File: src/rtl/fft_frame_sequencer.sv
// fft_frame_sequencer
// Frame-level controller around a streaming FFT core: gates FFT_SIZE input
// samples into the core buffer, waits for the transform (bounded by TIMEOUT),
// drains the result with READ_OUTP and re-emits the bins with index/last
// markers, frame counter and sticky error flags.
// Optional build macro FFT_SEQ_PEAK_EN adds a per-frame |re|+|im| peak detector
// (peak_mag, peak_bin, peak_valid).
`timescale 1ns/1ps
module fft_frame_sequencer #(
    parameter int FFT_SIZE = 256,
    parameter int WIDTH    = 32,
    parameter int TIMEOUT  = 4096
) (
    input  logic                        CLK,
    input  logic                        NGRST,
    input  logic                        run,
    input  logic                        s_valid,
    output logic                        s_ready,
    input  logic [WIDTH-1:0]            s_re,
    input  logic [WIDTH-1:0]            s_im,
    output logic [WIDTH-1:0]            fft_datai_re,
    output logic [WIDTH-1:0]            fft_datai_im,
    output logic                        fft_datai_valid,
    input  logic                        fft_buf_ready,
    input  logic                        fft_outp_ready,
    output logic                        fft_read_outp,
    input  logic [WIDTH-1:0]            fft_datao_re,
    input  logic [WIDTH-1:0]            fft_datao_im,
    input  logic                        fft_datao_valid,
    output logic                        m_valid,
    output logic [WIDTH-1:0]            m_re,
    output logic [WIDTH-1:0]            m_im,
    output logic [$clog2(FFT_SIZE)-1:0] m_bin,
    output logic                        m_last,
    output logic                        frame_done,
    output logic [15:0]                 frame_cnt,
    output logic                        err_timeout,
    output logic                        err_overrun,
    input  logic                        err_clr
`ifdef FFT_SEQ_PEAK_EN
    ,
    output logic [WIDTH:0]              peak_mag,
    output logic [$clog2(FFT_SIZE)-1:0] peak_bin,
    output logic                        peak_valid
`endif
);

    localparam int BW = $clog2(FFT_SIZE);
    localparam int TW = $clog2(TIMEOUT + 1);
    localparam logic [BW-1:0] LAST_BIN  = BW'(FFT_SIZE - 1);
    localparam logic [TW-1:0] WAIT_LAST = TW'(TIMEOUT - 1);

    typedef enum logic [2:0] {
        ST_IDLE   = 3'd0,
        ST_LOAD   = 3'd1,
        ST_WAIT   = 3'd2,
        ST_UNLOAD = 3'd3,
        ST_DONE   = 3'd4
    } state_t;

    state_t        state_r;
    state_t        state_nx_s;
    logic [BW-1:0] in_cnt_r;
    logic [BW-1:0] out_cnt_r;
    logic [TW-1:0] wait_cnt_r;
    logic          accept_s;
    logic          capture_s;
    logic          overrun_s;
    logic          timeout_s;
    logic          last_in_s;
    logic          last_out_s;

    // State register
    always_ff @(posedge CLK or negedge NGRST) begin
        if (!NGRST) begin
            state_r <= ST_IDLE;
        end else begin
            state_r <= state_nx_s;
        end
    end

    // Next-state decision; run is only looked at from IDLE and DONE
    always_comb begin
        state_nx_s = state_r;
        case (state_r)
            ST_IDLE: begin
                if (run) state_nx_s = ST_LOAD;
                else     state_nx_s = ST_IDLE;
            end
            ST_LOAD: begin
                if (last_in_s) state_nx_s = ST_WAIT;
                else           state_nx_s = ST_LOAD;
            end
            ST_WAIT: begin
                if (fft_outp_ready) state_nx_s = ST_UNLOAD;
                else if (timeout_s) state_nx_s = ST_IDLE;
                else                state_nx_s = ST_WAIT;
            end
            ST_UNLOAD: begin
                if (last_out_s) state_nx_s = ST_DONE;
                else            state_nx_s = ST_UNLOAD;
            end
            ST_DONE: begin
                if (run) state_nx_s = ST_LOAD;
                else     state_nx_s = ST_IDLE;
            end
            default: state_nx_s = ST_IDLE;
        endcase
    end

    // Combinational handshake pass-through and event decode
    always_comb begin
        s_ready = 1'b0;
        if (state_r == ST_LOAD) s_ready = fft_buf_ready;
        else                    s_ready = 1'b0;
        accept_s        = s_valid & s_ready;
        fft_datai_valid = accept_s;
        fft_datai_re    = s_re;
        fft_datai_im    = s_im;
        capture_s  = fft_datao_valid & (state_r == ST_UNLOAD);
        overrun_s  = fft_datao_valid & (state_r != ST_UNLOAD);
        last_in_s  = accept_s & (in_cnt_r == LAST_BIN);
        last_out_s = capture_s & (out_cnt_r == LAST_BIN);
        timeout_s  = (state_r == ST_WAIT) & ~fft_outp_ready & (wait_cnt_r == WAIT_LAST);
    end

    // Sample, wait and bin counters; each clears outside its own state
    always_ff @(posedge CLK or negedge NGRST) begin
        if (!NGRST) begin
            in_cnt_r   <= {BW{1'b0}};
            out_cnt_r  <= {BW{1'b0}};
            wait_cnt_r <= {TW{1'b0}};
        end else begin
            if (state_r == ST_LOAD) begin
                if (accept_s) in_cnt_r <= in_cnt_r + 1'b1;
                else          in_cnt_r <= in_cnt_r;
            end else begin
                in_cnt_r <= {BW{1'b0}};
            end
            if (state_r == ST_WAIT) wait_cnt_r <= wait_cnt_r + 1'b1;
            else                    wait_cnt_r <= {TW{1'b0}};
            if (state_r == ST_UNLOAD) begin
                if (capture_s) out_cnt_r <= out_cnt_r + 1'b1;
                else           out_cnt_r <= out_cnt_r;
            end else begin
                out_cnt_r <= {BW{1'b0}};
            end
        end
    end

    // READ_OUTP follows the upcoming state so it is high exactly during UNLOAD
    always_ff @(posedge CLK or negedge NGRST) begin
        if (!NGRST) begin
            fft_read_outp <= 1'b0;
        end else begin
            fft_read_outp <= (state_nx_s == ST_UNLOAD);
        end
    end

    // Output bin register; data holds between strobes
    always_ff @(posedge CLK or negedge NGRST) begin
        if (!NGRST) begin
            m_valid <= 1'b0;
            m_last  <= 1'b0;
            m_re    <= {WIDTH{1'b0}};
            m_im    <= {WIDTH{1'b0}};
            m_bin   <= {BW{1'b0}};
        end else begin
            m_valid <= capture_s;
            m_last  <= last_out_s;
            if (capture_s) begin
                m_re  <= fft_datao_re;
                m_im  <= fft_datao_im;
                m_bin <= out_cnt_r;
            end else begin
                m_re  <= m_re;
                m_im  <= m_im;
                m_bin <= m_bin;
            end
        end
    end

    // Frame completion pulse, frame counter and set-dominant sticky errors
    always_ff @(posedge CLK or negedge NGRST) begin
        if (!NGRST) begin
            frame_done  <= 1'b0;
            frame_cnt   <= 16'd0;
            err_timeout <= 1'b0;
            err_overrun <= 1'b0;
        end else begin
            frame_done <= (state_r == ST_DONE);
            if (state_r == ST_DONE) frame_cnt <= frame_cnt + 16'd1;
            else                    frame_cnt <= frame_cnt;
            err_timeout <= timeout_s | (err_timeout & ~err_clr);
            err_overrun <= overrun_s | (err_overrun & ~err_clr);
        end
    end

`ifdef FFT_SEQ_PEAK_EN
    // Two's complement magnitude widened by one bit so the most negative value fits
    function automatic logic [WIDTH:0] abs_ext(input logic [WIDTH-1:0] v);
        logic [WIDTH:0] e;
        e = {v[WIDTH-1], v};
        if (v[WIDTH-1]) abs_ext = (~e) + 1'b1;
        else            abs_ext = e;
    endfunction

    logic [WIDTH:0]  mag_s;
    logic [WIDTH:0]  run_max_r;
    logic [BW-1:0]   run_bin_r;

    // L1 magnitude of the incoming bin
    always_comb begin
        mag_s = abs_ext(fft_datao_re) + abs_ext(fft_datao_im);
    end

    // Running maximum, restarted at bin 0; strict compare keeps the lowest index
    always_ff @(posedge CLK or negedge NGRST) begin
        if (!NGRST) begin
            run_max_r <= {(WIDTH+1){1'b0}};
            run_bin_r <= {BW{1'b0}};
        end else begin
            if (capture_s && ((out_cnt_r == {BW{1'b0}}) || (mag_s > run_max_r))) begin
                run_max_r <= mag_s;
                run_bin_r <= out_cnt_r;
            end else begin
                run_max_r <= run_max_r;
                run_bin_r <= run_bin_r;
            end
        end
    end

    // Publish the frame peak alongside frame_done and hold it until the next frame
    always_ff @(posedge CLK or negedge NGRST) begin
        if (!NGRST) begin
            peak_mag   <= {(WIDTH+1){1'b0}};
            peak_bin   <= {BW{1'b0}};
            peak_valid <= 1'b0;
        end else begin
            if (state_r == ST_DONE) begin
                peak_mag   <= run_max_r;
                peak_bin   <= run_bin_r;
                peak_valid <= 1'b1;
            end else begin
                peak_mag   <= peak_mag;
                peak_bin   <= peak_bin;
                peak_valid <= 1'b0;
            end
        end
    end
`endif

endmodule
File: config.mk
export PLATFORM = sky130hd
export DESIGN_NAME = fft_frame_sequencer
export DESIGN_NICKNAME = d
export VERILOG_FILES = /design/src/rtl/fft_frame_sequencer.sv
export SDC_FILE = /design/constraint.sdc
export NUM_CORES = 1
export LEC_CHECK = 0
export ABC_CLOCK_PERIOD_IN_PS = 3200
export BUFFER_PORTS_ARGS = -buffer_cell sky130_fd_sc_hd__buf_4
export CELL_PAD_IN_SITES_DETAIL_PLACEMENT = 0
export CELL_PAD_IN_SITES_GLOBAL_PLACEMENT = 1
export CORE_UTILIZATION = 36
export DETAILED_ROUTE_END_ITERATION = 8
export HOLD_SLACK_MARGIN = 0.02
export PLACE_DENSITY_LB_ADDON = 0.1
export SLEW_MARGIN = 20
export SYNTH_ARGS = -nofsm -noshare
export SYNTH_HDL_FRONTEND = slang
export SYNTH_SLANG_ARGS = --single-unit
File: constraint.sdc
create_clock -name CLK -period 3.2 [get_ports CLK]
set_input_delay 0.48 -clock CLK [delete_from_list [all_inputs] [get_ports CLK]]
set_output_delay 0.48 -clock CLK [all_outputs]
set_load 0.01 [all_outputs]
==> impl_metrics.toml <==
[global_route]
grt_start_max_net_pins = 62
grt_pass1_wl_um = 18890
track_usage_pct = 15.62
antenna_found_initial = 0
grt_pass1_vias = 3727
grt_overflow = 0

[floorplanning]
die_y_um = 126.3
core-area_sq_mm = 0.01515
ios = 296
row_count = 45
die_w_um = 126.3
start_util_pct = 36.75
dieArea_sq_mm = 0.01596

[place]
place_congestion = 0.7436
hpwl_um = 8366
placed_cell_area_sq_mm = 0.006573
dp.cells = 728
portBuffers = 167

[synthesis]
synth_cell_types = 33
syn_nets = 588
yosys_warnings = 0
async_flop_share_pct = 100.0
seq_area_frac_synth_pct = 56.65
synth-seq-cells = 126
synth-edff-count = 0
synth_area_per_cell_sq_um = 12.42
syn_area_sq_mm = 0.005565
syn_inst = 448
synth_ff_type = "dfrtp_1"

[hold_path]
hold_path.class = "input port to async pin"

[detailed_routing]
first_pass_iters = 4
dr_total_vias = 3617
ant_nets = 0
wl_um = 11600
wl_per_cell_um = 15.29
drc = 0
drtIter0Drc = 86
via_per_inst = 4.765

[clocking]
hold_buffers = 0
cts_sinks = 126
clk_latency_ps = 410
htreeDepth = 4
cts_root_buffer = "clkbuf_16"
clkTransAtPathRegs_ps = 50
tritoncts = "yes"
cts_setup_buffers = 0
clock_path_buffers = 2
ctsResizeCount = 0
numCtsBuffers = 17

[timing]
finClkSkew_ps = 4.720
rsz0062_at_grt = "false"
whs_ps = 146.0
slew_headroom_pct = 47.51
finalHoldViolations = 0
fmaxAchievable_mhz = 448.4
fin_tns_setup_ps = 0
worst_pin_slew_ps = 787.3
setup_viol = 0
post-route-min-period_ps = 2230
report.final.slew_viol_count = 0
fin_crit_sh_pct = 69.69

[cells_and_area]
nNetsFinal = 699
final_cells = 759
fin_area_sq_mm = 0.007151
diodes = 0
area_delta_synth_final_pct = 28.48
regArea_sq_mm = 0.003153
fin_util_pct = 47.21
n_fill_cell = 1407
drive_above_1_share_pct = 47.99
multi_input_area_sq_mm = 0.001853

[critical_path]
cp-start-kind = "register"
ff2ff_path_depth = 4
r2r-end = "m_re[7]$_DFFE_PN0P_"
arrival_ps = 1750
cp_max_fo = 15
required_ps = 2720
critical_path_class = "register to primary output"
cp-end-kind = "primary output"
timing.rr.start = "state_r[1]$_DFF_PN0_"
r2r_setup_slack_ps = 1270

[power]
p_per_area_mw_per_mm2 = 609.4
vdd_drop_max_v = 0.0003921
leakagePower_nw = 3.343

[run_status]
status = "complete, no violations"

[run]
maxCapViolCount = 0
## logic make-up (layout without fill, tap and decap cells)
kind of cell / count (synthesis) / count (layout) / share of synthesized area [%]
flip-flops: 126 / 126 / 56.65
AND/OR/NAND/NOR: 108 / 108 / 9.915
buffers and inverters: 86 / 209 / 10.27
multiplexers: 74 / 74 / 14.95
XOR/XNOR: 38 / 38 / 5.980
AO/OA/AOI/OAI: 12 / 12 / 1.327
adder cells (fa/ha/maj): 4 / 4 / 0.8993
## synth_stat cells (all sizes together) (5+ instances only)
cell type,count,share of area [%]
and3,5,0.56
buf,71,9.3
clkbuf,7,0.47
dfrtp,126,57
inv,8,0.54
mux2,73,15
nand2,20,1.3
nand3,16,1.4
nand4,11,1.3
nor2,32,2.2
nor3,7,0.63
xnor2,21,3.3
xor2,17,2.7
## layout by cell type, fill, tap and decap left out, types with 2 or more instances in the layout
| cell | n |
|---|---|
| buf_4 | 168 |
| dfrtp_1 | 126 |
| mux2_2 | 73 |
| nor2_1 | 32 |
| xnor2_1 | 21 |
| nand2_1 | 20 |
| xor2_1 | 17 |
| clkbuf_16 | 17 |
| nand3_1 | 15 |
| nand4_1 | 10 |
| inv_1 | 7 |
| nor3_1 | 7 |
| and3_1 | 5 |
| o21ai_0 | 4 |
| a21oi_1 | 4 |
| ha_1 | 4 |
| clkbuf_8 | 4 |
| clkbuf_1 | 4 |
| and4_1 | 3 |
| clkinv_2 | 3 |
| nor2b_1 | 2 |
| or3b_1 | 2 |
| nand2b_1 | 2 |
| o221ai_1 | 2 |
| or3_1 | 2 |
| nor4_1 | 2 |
| bufinv_16 | 2 |
| buf_12 | 2 |
## worst max path at each step
stage | slack, ps | cells after the start | start | end
floorplan | 1460 | 4 | state_r[2]$_DFF_PN0_ | fft_datai_valid
global placement | 1330 | 4 | state_r[1]$_DFF_PN0_ | m_re[5]$_DFFE_PN0P_
detailed placement | 1250 | 4 | state_r[1]$_DFF_PN0_ | m_re[7]$_DFFE_PN0P_
CTS | 920 | 3 | state_r[0]$_DFF_PN0_ | fft_datai_valid
global route | 850 | 3 | state_r[0]$_DFF_PN0_ | fft_datai_valid
finish | 970 | 3 | state_r[0]$_DFF_PN0_ | fft_datai_valid
## where the power goes
group          internal (mW)  leakage, nW  switching, mW
logic                  0.356         1.49          0.255
clock network           1.22        0.283          0.650
registers               1.76         1.57          0.115
## area by class of cell
type | count | share of cell area, %
multi-input cells | 236 | 25.91
well taps | 188 | 3.290
repair buffers | 170 | 18.20
flip-flops and latches | 126 | 44.09
inverters | 8 | 0.4199
clock buffers | 25 | 6.929
clock inverters | 6 | 1.155
## flip-flops by register name, summed over array words and instances, names as in the netlist
signal         count
m_im              32
m_re              32
frame_cnt         16
wait_cnt_r        13
in_cnt_r           8
m_bin              8
out_cnt_r          8
state_r            3
err_overrun        1
err_timeout        1
fft_read_outp      1
frame_done         1
m_last             1
m_valid            1
## per-stage QoR
step	setup WS (ps)	power, mW
detailed placement	1245	2.533
global route	849.4	4.587
global placement	1326	2.515
CTS	922.7	4.446
floorplan	1462	2.244
finish	969.9	4.358
## metal layers
layer	up-vias	track usage, %	routed length, um
met1	1761	17.37	4611
li1	1676	-	-
met2	145	25.35	5795
met4	0	8.079	303
met3	35	6.917	892
met5	-	0	0
## worst max-delay path, stage by stage (launching register included)
cell     delay, ps
dfrtp_1        440
or3b_1         590
nor2_1         180
buf_4          130
(Power assumes the default switching activity.)
